### src/rtl/note_player_poly.sv
// Polyphonic note player: captures song-reader notes into free voice slots
// and counts each one down on the play-gated beat strobe.
module note_player_poly #(
    parameter int NUM_VOICES = 3,
    parameter int NOTE_W     = 6,
    parameter int META_W     = 3
) (
    input  logic                         clk,
    input  logic                         reset,
    input  logic                         play,
    input  logic                         beat,
    input  logic                         new_note,
    input  logic [NOTE_W-1:0]            note,
    input  logic [NOTE_W-1:0]            duration,
    input  logic [META_W-1:0]            metadata,
    output logic [NUM_VOICES-1:0]        voice_active,
    output logic [NUM_VOICES*NOTE_W-1:0] voice_notes,
    output logic [NUM_VOICES*META_W-1:0] voice_meta,
    output logic                         note_done,
    output logic [NUM_VOICES-1:0]        done_mask,
    output logic                         overflow
);

    typedef enum logic {IDLE, PLAYING} voice_state_t;

    voice_state_t            state_q [NUM_VOICES];
    logic [NOTE_W-1:0]       note_q  [NUM_VOICES];
    logic [META_W-1:0]       meta_q  [NUM_VOICES];
    logic [NOTE_W-1:0]       rem_q   [NUM_VOICES];

    logic                    beat_en;
    logic                    alloc_req;
    logic [NUM_VOICES-1:0]   idle;
    logic [NUM_VOICES-1:0]   alloc_oh;
    logic [NUM_VOICES-1:0]   done_next;

    assign beat_en   = beat & play;
    assign alloc_req = new_note && (duration != '0);

    // Idle set reflects state before the edge, so a voice freeing on this
    // beat cannot be reused until the next edge.
    always_comb begin
        idle      = '0;
        done_next = '0;
        for (int i = 0; i < NUM_VOICES; i++) begin
            idle[i]      = (state_q[i] == IDLE);
            done_next[i] = (state_q[i] == PLAYING) && beat_en && (rem_q[i] == NOTE_W'(1));
        end
        alloc_oh = idle & (~idle + NUM_VOICES'(1));
    end

    always_ff @(posedge clk) begin
        if (reset) begin
            for (int i = 0; i < NUM_VOICES; i++) begin
                state_q[i] <= IDLE;
                note_q[i]  <= '0;
                meta_q[i]  <= '0;
                rem_q[i]   <= '0;
            end
            note_done <= 1'b0;
            done_mask <= '0;
            overflow  <= 1'b0;
        end else begin
            note_done <= |done_next;
            done_mask <= done_next;
            overflow  <= alloc_req && !(|idle);
            for (int i = 0; i < NUM_VOICES; i++) begin
                case (state_q[i])
                    IDLE: begin
                        if (alloc_req && alloc_oh[i]) begin
                            state_q[i] <= PLAYING;
                            note_q[i]  <= note;
                            meta_q[i]  <= metadata;
                            rem_q[i]   <= duration;
                        end
                    end
                    PLAYING: begin
                        if (beat_en) begin
                            if (rem_q[i] == NOTE_W'(1)) begin
                                state_q[i] <= IDLE;
                                note_q[i]  <= '0;
                                meta_q[i]  <= '0;
                                rem_q[i]   <= '0;
                            end else begin
                                rem_q[i] <= rem_q[i] - NOTE_W'(1);
                            end
                        end
                    end
                    default: state_q[i] <= IDLE;
                endcase
            end
        end
    end

    always_comb begin
        voice_active = '0;
        voice_notes  = '0;
        voice_meta   = '0;
        for (int i = 0; i < NUM_VOICES; i++) begin
            voice_active[i]                = (state_q[i] == PLAYING);
            voice_notes[i*NOTE_W +: NOTE_W] = note_q[i];
            voice_meta[i*META_W +: META_W]  = meta_q[i];
        end
    end

endmodule

### config.mk
export PLATFORM = sky130hd
export DESIGN_NAME = note_player_poly
export DESIGN_NICKNAME = d
export VERILOG_FILES = /design/src/rtl/note_player_poly.sv
export SDC_FILE = /design/constraint.sdc
export NUM_CORES = 1
export LEC_CHECK = 0
export ABC_AREA = 1
export CELL_PAD_IN_SITES_DETAIL_PLACEMENT = 1
export CELL_PAD_IN_SITES_GLOBAL_PLACEMENT = 2
export CORE_MARGIN = 1
export CORE_UTILIZATION = 38
export CTS_BUF_LIST = sky130_fd_sc_hd__clkbuf_16
export CTS_CLUSTER_DIAMETER = 150
export DETAILED_ROUTE_END_ITERATION = 10
export DONT_BUFFER_PORTS = 1
export MAX_ROUTING_LAYER = met4
export PLACE_DENSITY = 0.77
export SETUP_SLACK_MARGIN = 0.2
export SYNTH_ARGS = -nofsm -noshare
export SYNTH_HDL_FRONTEND = slang
export SYNTH_SLANG_ARGS = --single-unit
export TNS_END_PERCENT = 100
### constraint.sdc
create_clock -name clk -period 1.8 [get_ports clk]
set_input_delay 0 -clock clk [delete_from_list [all_inputs] [get_ports clk]]
set_output_delay 0 -clock clk [all_outputs]
set_load 0.02 [all_outputs]
==> results of run 1 <==
## path summary, 6_finish.rpt
path	depth (start not counted)	end	slack, ps	startpoint
setup / recovery	9	meta_q[0][1]	130	state_q[1]
setup reg to reg	9	meta_q[0][1]	130	state_q[1]
hold / removal	2	rem_q[0][3]	10	duration[3]
hold reg to reg	2	note_q[2][5]	590	note_q[2][5]
## state kept, by name (all words and copies together) (netlist names)
register and flops:
note_q 18, rem_q 18, meta_q 9, done_mask 3
state_q 3, note_done 1, overflow 1
## metrics by stage
| step | setup WS, ps | utilization [%] | std cells | hold slack, ps |
|---|---|---|---|---|
| after global placement | 155 | 42.5 | 392 | 150 |
| after floorplan | 212 | - | 292 | 146 |
| final | 128 | 53.5 | 447 | 12.9 |
| after detailed placement | 89.0 | 42.5 | 392 | 156 |
| after global routing | 39.6 | 53.5 | 447 | 10.3 |
| after CTS | 153 | 48.7 | 425 | 2.01 |
## repair_timing
action / CTS / global route
gates resized for setup: 7 / 47
cloned: 1 / 1
endpoints found under the setup margin: 55 / 71
hold buffers: 15 / 1
endpoints found under the hold margin: 33 / 1
pin swaps: 7 / 6
setup buffers: 9 / 20
## power breakdown
| part | switching [uW] | internal [uW] | total (uW) |
|---|---|---|---|
| Clock | 474 | 526 | 1000 |
| Sequential | 118 | 1420 | 1540 |
| Combinational | 338 | 268 | 606 |
| Total | 931 | 2220 | 3150 |
## cell usage after synthesis, types with 4 or more instances
master,n
a21oi_1,10
a22oi_1,6
buf_4,5
dfxtp_1,15
edfxtp_1,38
ha_1,6
inv_1,42
inv_2,4
nand2_1,42
nand2_2,6
nand2_4,4
nand3_1,20
nor2_1,46
nor2_2,13
o22ai_1,6
xnor2_1,6
## per-layer routing
layer	up-vias	global-route usage (%)
met4	0	6.21
met3	10	4.45
met5	-	-
met1	1056	22.2
li1	1054	-
met2	47	35.1
## cells by family (layout without fill, tap and decap cells)
logic type	count (synthesis)	count (layout)	synth area share (%)
compound gates	23	23	5.10
xor+xnor	8	8	2.55
flops	53	53	52.5
buf+inv	55	113	8.84
fa+ha+maj	6	6	2.73
simple gates	147	148	28.3
## layout make-up
class / instances / area [um^2]
clock buffer: 5 / 125
clock inverter: 3 / 26.3
fill: 780 / 3200
inverter: 47 / 186
multi-input combinational: 185 / 1230
sequential: 53 / 1440
tap: 96 / 120
timing repair buffer: 58 / 547
## worst max-delay path, stage by stage (launching register included)
cell,delay (ps)
edfxtp_1,520
buf_6,170
nor2_2,120
nand3_2,120
buf_6,140
nand2_2,60
nor2_4,40
nand2_4,130
nand2_8,100
nor2_2,110
==> results.ini, run 1 <==
[outcome]
status=finished clean

[layout]
layout_commonest_cell=inv_1
area_growth_pct=33.7
nets=376
layout_common_cells=39 x inv_1, 38 x edfxtp_1, 34 x nand2_1
final_area_um2=3670
layout-drive-gt1-share_pct=35.3
num_antenna_cells=0

[grt]
antenna_found_initial=0
grt_overflow_total=0
grt_pass1_wl_mm=10.8
grt_max_degree=19
grt_use_total_pct=19.8
grt_pass1_vias=2159

[synthesis]
syn_area_um2=2750
syn_nets=318
netlist-cell-type-count=31
synth.top_cell.area_share_pct=41.5
syn_avg_cell_area_um2=9.41
synth_flop_cell=edfxtp_1
synth_top_area_cell=edfxtp_1
syn_inst=292
seq_area_frac_synth_pct=52.5
synth-edff-count=38
ys_seq_elements=53
ys_warn_count=0
synthArstFlopShare_pct=0
synthTopCellsByArea=edfxtp_1 42%, dfxtp_1 11%, nor2_1 6.3%

[placement]
place_congestion=0.815
hpwl_mm=4.93
postPlaceCellArea_um2=2920
port_buffers=0

[floorplanning]
io_pins=55
rows=30
die_w_um=87.0
die_area_um2=7570
core_area_um2=6870
floorplan.initialDensity_pct=40.0
die_h_um=87.0

[timing]
hold_viol=0
finalClockSkew_ps=7.70
slew_headroom_pct=78.9
max_freq_mhz=598
fin_crit_sh_pct=92.9
setup_violations=0
rsz0062_at_grt=true
finalSetupTns_ps=0
fin_crit_ps=1670
worst_pin_slew_ps=316
slew_violations=0

[power_and_ir_drop]
powerDensity_nw_per_um2=857
irDropWorstVdd_mv=0.429
p_total_uw=3150
cellLeakagePower_uw=0.00159

[setup_path]
end_kind=flop
crit_path_max_fanout=10
cp.arrival_ps=1830
cp-start-kind=flop
crit_type=reg -> reg
cp_data_required_time_ps=1960

[clock_tree]
clk_latency_ps=300
cts_made_buffers=5
cts.clk_slew.worst_paths_ps=80
htree_levels=2
cts_tree=done
clockBufferDepth=2
clock-sinks=53
cts_root_buf=clkbuf_16

[drt]
ant_nets=0
drcViolationCount=0
vias=2167
routed-wl-met2_mm=4.03
drtIter0Drc=77
viasPerCell=4.85
first_pass_iters=4
wl_per_cell_um=17.1
wirelength_mm=7.65
met3_wirelength_um=289
top_layer=met4
routedLengthMet1_mm=3.19

[flow_run]
drv_cap=0

[hold_path]
hp-class=in -> reg

No activity file was read; power rests on OpenSTA's default activity.
==> run 2: changes to the inputs <==
Settings changed: SETUP_SLACK_MARGIN 0.2 to default.
==> results.ini, run 2 (same netlist as run 1, synthesis figures left out) <==
[power_and_ir_drop]
powerDensity_nw_per_um2=912  ; was 857 nW/um^2
irDropWorstVdd_mv=0.371  ; was 0.429 mV
p_sw_uw=839  ; was 931 uW
swShare_pct=28.3  ; was 29.6%
intPower_uw=2130  ; was 2220 uW
p_comb_share_pct=15.3  ; was 19.3%
clkPwrFrac_pct=32.9  ; was 31.8%
seqPwrFrac_pct=51.8  ; was 49.0%
cellLeakagePower_uw=0.00143  ; was 0.00159 uW

[drt]
vias=1988  ; was 2167
drcViolationCount=0  ; unchanged
wl_per_cell_um=15.5  ; was 17.1 um
first_pass_iters=4  ; unchanged
wirelength_mm=6.48  ; was 7.65 mm
ant_nets=0  ; unchanged
viasPerCell=4.77  ; was 4.85
drtIter0Drc=62  ; was 77

[placement]
dp_cells=393  ; was 392
port_buffers=0  ; unchanged
place_congestion=0.793  ; was 0.815
hpwl_mm=4.85  ; was 4.93 mm

[layout]
layoutNonFillerInstCount=417  ; was 447
fillers=803  ; was 780
num_antenna_cells=0  ; unchanged
area_growth_pct=18.5  ; was 33.7%
layout-drive-gt1-share_pct=19.3  ; was 35.3%
reg_top3=note_q x18, rem_q x18, meta_q x9  ; unchanged
layout_common_cells=44 x nor2_1, 42 x inv_1, 42 x nand2_1  ; was 39 x inv_1, 38 x edfxtp_1, 34 x nand2_1
nets=346  ; was 376
layout_commonest_cell=nor2_1  ; was inv_1
final_util_pct=47.4  ; was 53.5%

[timing]
finalSetupTns_ps=0  ; unchanged
finalClockSkew_ps=3.87  ; was 7.70 ps
hold_viol=0  ; unchanged
fin_crit_ps=1660  ; was 1670 ps
whs_ps=34.1  ; was 12.9 ps
slew_headroom_pct=75.8  ; was 78.9%
fin_crit_sh_pct=92.4  ; was 92.9%
max_freq_mhz=601  ; was 598 MHz
worst_pin_slew_ps=362  ; was 316 ps
slew_violations=0  ; unchanged
setup_violations=0  ; unchanged
rsz0062_at_grt=false  ; was true

[clock_tree]
clock-sinks=53  ; unchanged
htree_levels=2  ; unchanged
clk_latency_ps=290  ; was 300 ps
post_cts_buffers=0  ; was 9
cts_tree=done  ; unchanged
clockBufferDepth=2  ; unchanged
cts_root_buf=clkbuf_16  ; unchanged
cts.clk_slew.worst_paths_ps=70  ; was 80 ps
cts_made_buffers=5  ; unchanged

[hold_path]
holdCritStartpoint=duration[4]  ; was duration[3]
whs_path_depth=4  ; was 2
hp-class=in -> reg  ; unchanged

[setup_path]
crit_type=reg -> reg  ; unchanged
cp_cell_sequence=nand2_4 -> nor2_8 -> inv_2 -> nand2_2 -> nor3_4 -> buf_12 -> nor2_1  ; was buf_6 -> nor2_2 -> nand3_2 -> buf_6 -> nand2_2 -> nor2_4 -> nand2_4 -> nand2_8 -> nor2_2
setup.worst_path.start=state_q[0]  ; was state_q[1]
crit_slowest_cell=edfxtp_1  ; unchanged
r2r_start=state_q[0]  ; was state_q[1]
reg2reg_slack_ps=140  ; was 130 ps
cp.arrival_ps=1710  ; was 1830 ps
end_kind=flop  ; unchanged
r2r_cells=7  ; was 9
crit_path_max_fanout=11  ; was 10
slowest_delay_ps=500  ; was 520 ps
cp-start-kind=flop  ; unchanged
cp_data_required_time_ps=1850  ; was 1960 ps

[grt]
met1_usage_pct=23.3  ; was 22.2%
antenna_found_initial=0  ; unchanged
grt_pass1_wl_mm=10.5  ; was 10.8 mm
use_met2_pct=32.1  ; was 35.1%
grt_overflow_total=0  ; unchanged
grt_max_degree=19  ; unchanged
grt_use_total_pct=19.0  ; was 19.8%
grt_pass1_vias=2046  ; was 2159
grt_util_met3_pct=3.32  ; was 4.45%
gr-max-usage-layer=met2  ; unchanged

[floorplanning]
io_pins=55  ; unchanged
die_h_um=87.0  ; unchanged
rows=30  ; unchanged
die_area_um2=7570  ; unchanged
core_area_um2=6870  ; unchanged
die_w_um=87.0  ; unchanged
floorplan.initialDensity_pct=40.0  ; unchanged

[flow_run]
drv_cap=0  ; unchanged

[outcome]
status=finished clean  ; unchanged

-- run 2: cell types whose count changed in the layout (fill, tap and decap cells not counted), sizes merged --
cell,previous run,this run
buf,42,13
clkinv,1,0
inv,47,48
nand2,53,52
-- run 2: layer usage --
| metal | wire length [um] | vias to the layer above |
|---|---|---|
| met1 | 2950 | 954 |
| met3 | 182 | 5 |
| met4 | 46 | 0 |
| li1 | - | 993 |
| met5 | 0 | - |
| met2 | 3300 | 36 |
-- run 2: per-stage QoR --
step,area [um^2],total power [uW],setup WS [ps]
after floorplan,2750,1860,168
after global placement,2940,1980,140
after detailed placement,2940,1990,125
after CTS,3250,3000,104
after global routing,3250,3100,34.2
final,3250,2970,136
-- run 2: what timing repair did --
action / in CTS / in global routing
hold buffers: 16 / 0
setup endpoints to repair: 0 / 11
resized for setup: 0 / 2
hold endpoints to repair: 34 / 0
-- run 2: worst paths after layout --
path                        to
setup / recovery   rem_q[1][5]
hold / removal     rem_q[2][4]
setup reg to reg   rem_q[1][5]
hold reg to reg   note_q[2][5]
-- run 2: critical path, delay by kind of cell (launching register included) --
kind          cells  cell delay [ps]
flops             1              500
buf+inv           2              300
simple gates      5              620
-- run 2: power by group through the flow --
| stage | Sequential (uW) | Clock, uW | Combinational [uW] |
|---|---|---|---|
| 3_3_place_gp | 1560 | 0 | 415 |
| 3_5_place_dp | 1560 | 0 | 425 |
| 4_1_cts | 1540 | 999 | 460 |
| 6_report | 1540 | 977 | 455 |
| 5_1_grt | 1550 | 1040 | 509 |
| 2_1_floorplan | 1550 | 0 | 317 |
-- run 2: area by class of cell --
cell class	instances	area, um^2	share of cell area [%]
clock inverter	3	26.3	0.807
tap	96	120	3.69
sequential	53	1440	44.3
timing repair buffer	29	295	9.07
clock buffer	5	125	3.84
multi-input combinational	184	1070	32.8
inverter	47	179	5.50
==> run 3: changes to the inputs <==
Clock period 1.8 ns to 1.84 ns, I/O delays scaled along.
==> results.ini, run 3 (same netlist as run 1, synthesis figures left out) <==
[setup_path]
cp_cell_sequence=inv_1 -> ha_1 -> nand2_1 -> nor2_2 -> nand3_4 -> nand2_1 -> inv_2 -> nand2_1 -> buf_12  ; was nand2_4 -> nor2_8 -> inv_2 -> nand2_2 -> nor3_4 -> buf_12 -> nor2_1
path_delay_family=simple AND/OR/NAND/NOR gates  ; unchanged
end_kind=flop  ; unchanged
crit_cells=9  ; was 7
crit_type=reg -> reg  ; unchanged
slowest_delay_ps=390  ; was 500 ps
r2r_cells=9  ; was 7
crit_top_cell=nand2_1
cp.arrival_ps=1670  ; was 1710 ps
crit_path_max_fanout=10  ; was 11
cp_data_required_time_ps=1850  ; about the same
path_buf_inv=3  ; was 2
crit_slowest_cell=edfxtp_1  ; unchanged
cp-start-kind=flop  ; unchanged

[clock_tree]
cts_root_buf=clkbuf_16  ; unchanged
cts_tree=done  ; unchanged
htree_levels=2  ; unchanged
post_cts_buffers=0  ; unchanged
cts.clk_slew.worst_paths_ps=70  ; about the same
clk_latency_ps=290  ; about the same
clock-sinks=53  ; unchanged
clockBufferDepth=2  ; unchanged
cts_made_buffers=5  ; unchanged

[floorplanning]
die_w_um=87.0  ; unchanged
die_h_um=87.0  ; unchanged
die_area_um2=7570  ; unchanged
core_area_um2=6870  ; unchanged
floorplan.initialDensity_pct=40.0  ; unchanged
io_pins=55  ; unchanged
rows=30  ; unchanged

[timing]
hold_viol=0  ; unchanged
worst_pin_slew_ps=343  ; was 362 ps
finalSetupTns_ps=0  ; unchanged
finalClockSkew_ps=4.16  ; was 3.87 ps
max_freq_mhz=602  ; was 601 MHz
rsz0062_at_grt=false  ; unchanged
fin_crit_sh_pct=90.3  ; was 92.4%
fin_crit_ps=1660  ; about the same
slew_violations=0  ; unchanged
setup_violations=0  ; unchanged
slew_headroom_pct=77.0  ; was 75.8%

[placement]
place_congestion=0.832  ; was 0.793
hpwl_mm=4.80  ; was 4.85 mm
port_buffers=0  ; unchanged
dp_cells=391  ; was 393
postPlaceCellArea_um2=2920  ; was 2940 um^2

[layout]
layoutNonFillerInstCount=414  ; was 417
area_growth_pct=17.3  ; was 18.5%
final_area_um2=3220  ; was 3250 um^2
multiInputGateArea_um2=1070  ; unchanged
reg_top3=note_q x18, rem_q x18, meta_q x9  ; unchanged
num_antenna_cells=0  ; unchanged
final_util_pct=46.9  ; was 47.4%
nets=343  ; was 346
layout_commonest_cell=nor2_1  ; unchanged
layout_common_cells=44 x nor2_1, 43 x inv_1, 42 x nand2_1  ; was 44 x nor2_1, 42 x inv_1, 42 x nand2_1
seq_area_um2=1440  ; unchanged
layout-drive-gt1-share_pct=18.6  ; was 19.3%
fillers=801  ; was 803

[drt]
wirelength_mm=6.48  ; about the same
viasPerCell=4.80  ; was 4.77
first_pass_iters=4  ; unchanged
vias=1986  ; was 1988
ant_nets=0  ; unchanged
wl_per_cell_um=15.7  ; was 15.5 um
drtIter0Drc=46  ; was 62
drcViolationCount=0  ; unchanged

[flow_run]
drv_cap=0  ; unchanged

[grt]
grt_max_degree=18  ; was 19
antenna_found_initial=0  ; unchanged
grt_pass1_vias=2121  ; was 2046
grt_overflow_total=0  ; unchanged
grt_use_total_pct=19.4  ; was 19.0%
grt_pass1_wl_mm=10.8  ; was 10.5 mm

[power_and_ir_drop]
cellLeakagePower_uw=0.00143  ; about the same
powerDensity_nw_per_um2=890  ; was 912 nW/um^2
p_total_uw=2870  ; was 2970 uW
irDropWorstVdd_mv=0.454  ; was 0.371 mV

[hold_path]
hp-class=in -> reg  ; unchanged
whs_path_depth=4  ; unchanged

[outcome]
status=finished clean  ; unchanged

run 3: timing repair:
| action | in CTS | in global routing |
|---|---|---|
| setup endpoints to repair | 0 | 17 |
| endpoints found under the hold margin | 35 | 0 |
| hold buffers | 15 | 0 |
| gates resized for setup | 0 | 2 |
run 3: report_power, final:
| group | internal, uW | leakage, uW | switching [uW] |
|---|---|---|---|
| clock network | 503 | 0.0000754 | 419 |
| logic | 173 | 0.000834 | 268 |
| registers | 1390 | 0.000517 | 111 |
| total | 2070 | 0.00143 | 798 |
run 3: final timing paths:
kind	startpoint	end	slack [ps]
worst max-delay path	rem_q[0][1]	note_q[0][1]	180
worst max register to register	rem_q[0][1]	note_q[0][1]	180
worst min register to register	note_q[2][3]	note_q[2][3]	580
worst min-delay path	duration[3]	rem_q[2][3]	50
run 3: metal layers:
| metal | vias up | track usage, % | share of wire, % |
|---|---|---|---|
| li1 | 990 | - | - |
| met1 | 949 | 23.2 | 43 |
| met2 | 38 | 32.9 | 51 |
| met3 | 9 | 4.17 | 4.2 |
| met4 | 0 | 5.30 | 1.4 |
| met5 | - | - | 0 |
run 3: tightest hold or removal path, delay by kind of cell:
kind / cells / cell delay [ps]
AND/OR/NAND/NOR: 3 / 140
buffers and inverters: 1 / 30
run 3: metrics by stage:
stage	setup WS [ps]	hold WS, ps
global route	10.9	87.5
finish	179	46.0
global placement	179	152
detailed placement	112	155
CTS	96.6	42.8
floorplan	208	146
run 3: layout make-up:
type | count | share of cell area [%]
multi-input combinational | 184 | 33.1
inverter | 47 | 5.56
tap | 96 | 3.73
timing repair buffer | 26 | 8.39
clock inverter | 3 | 0.544
sequential | 53 | 44.8
clock buffer | 5 | 3.89
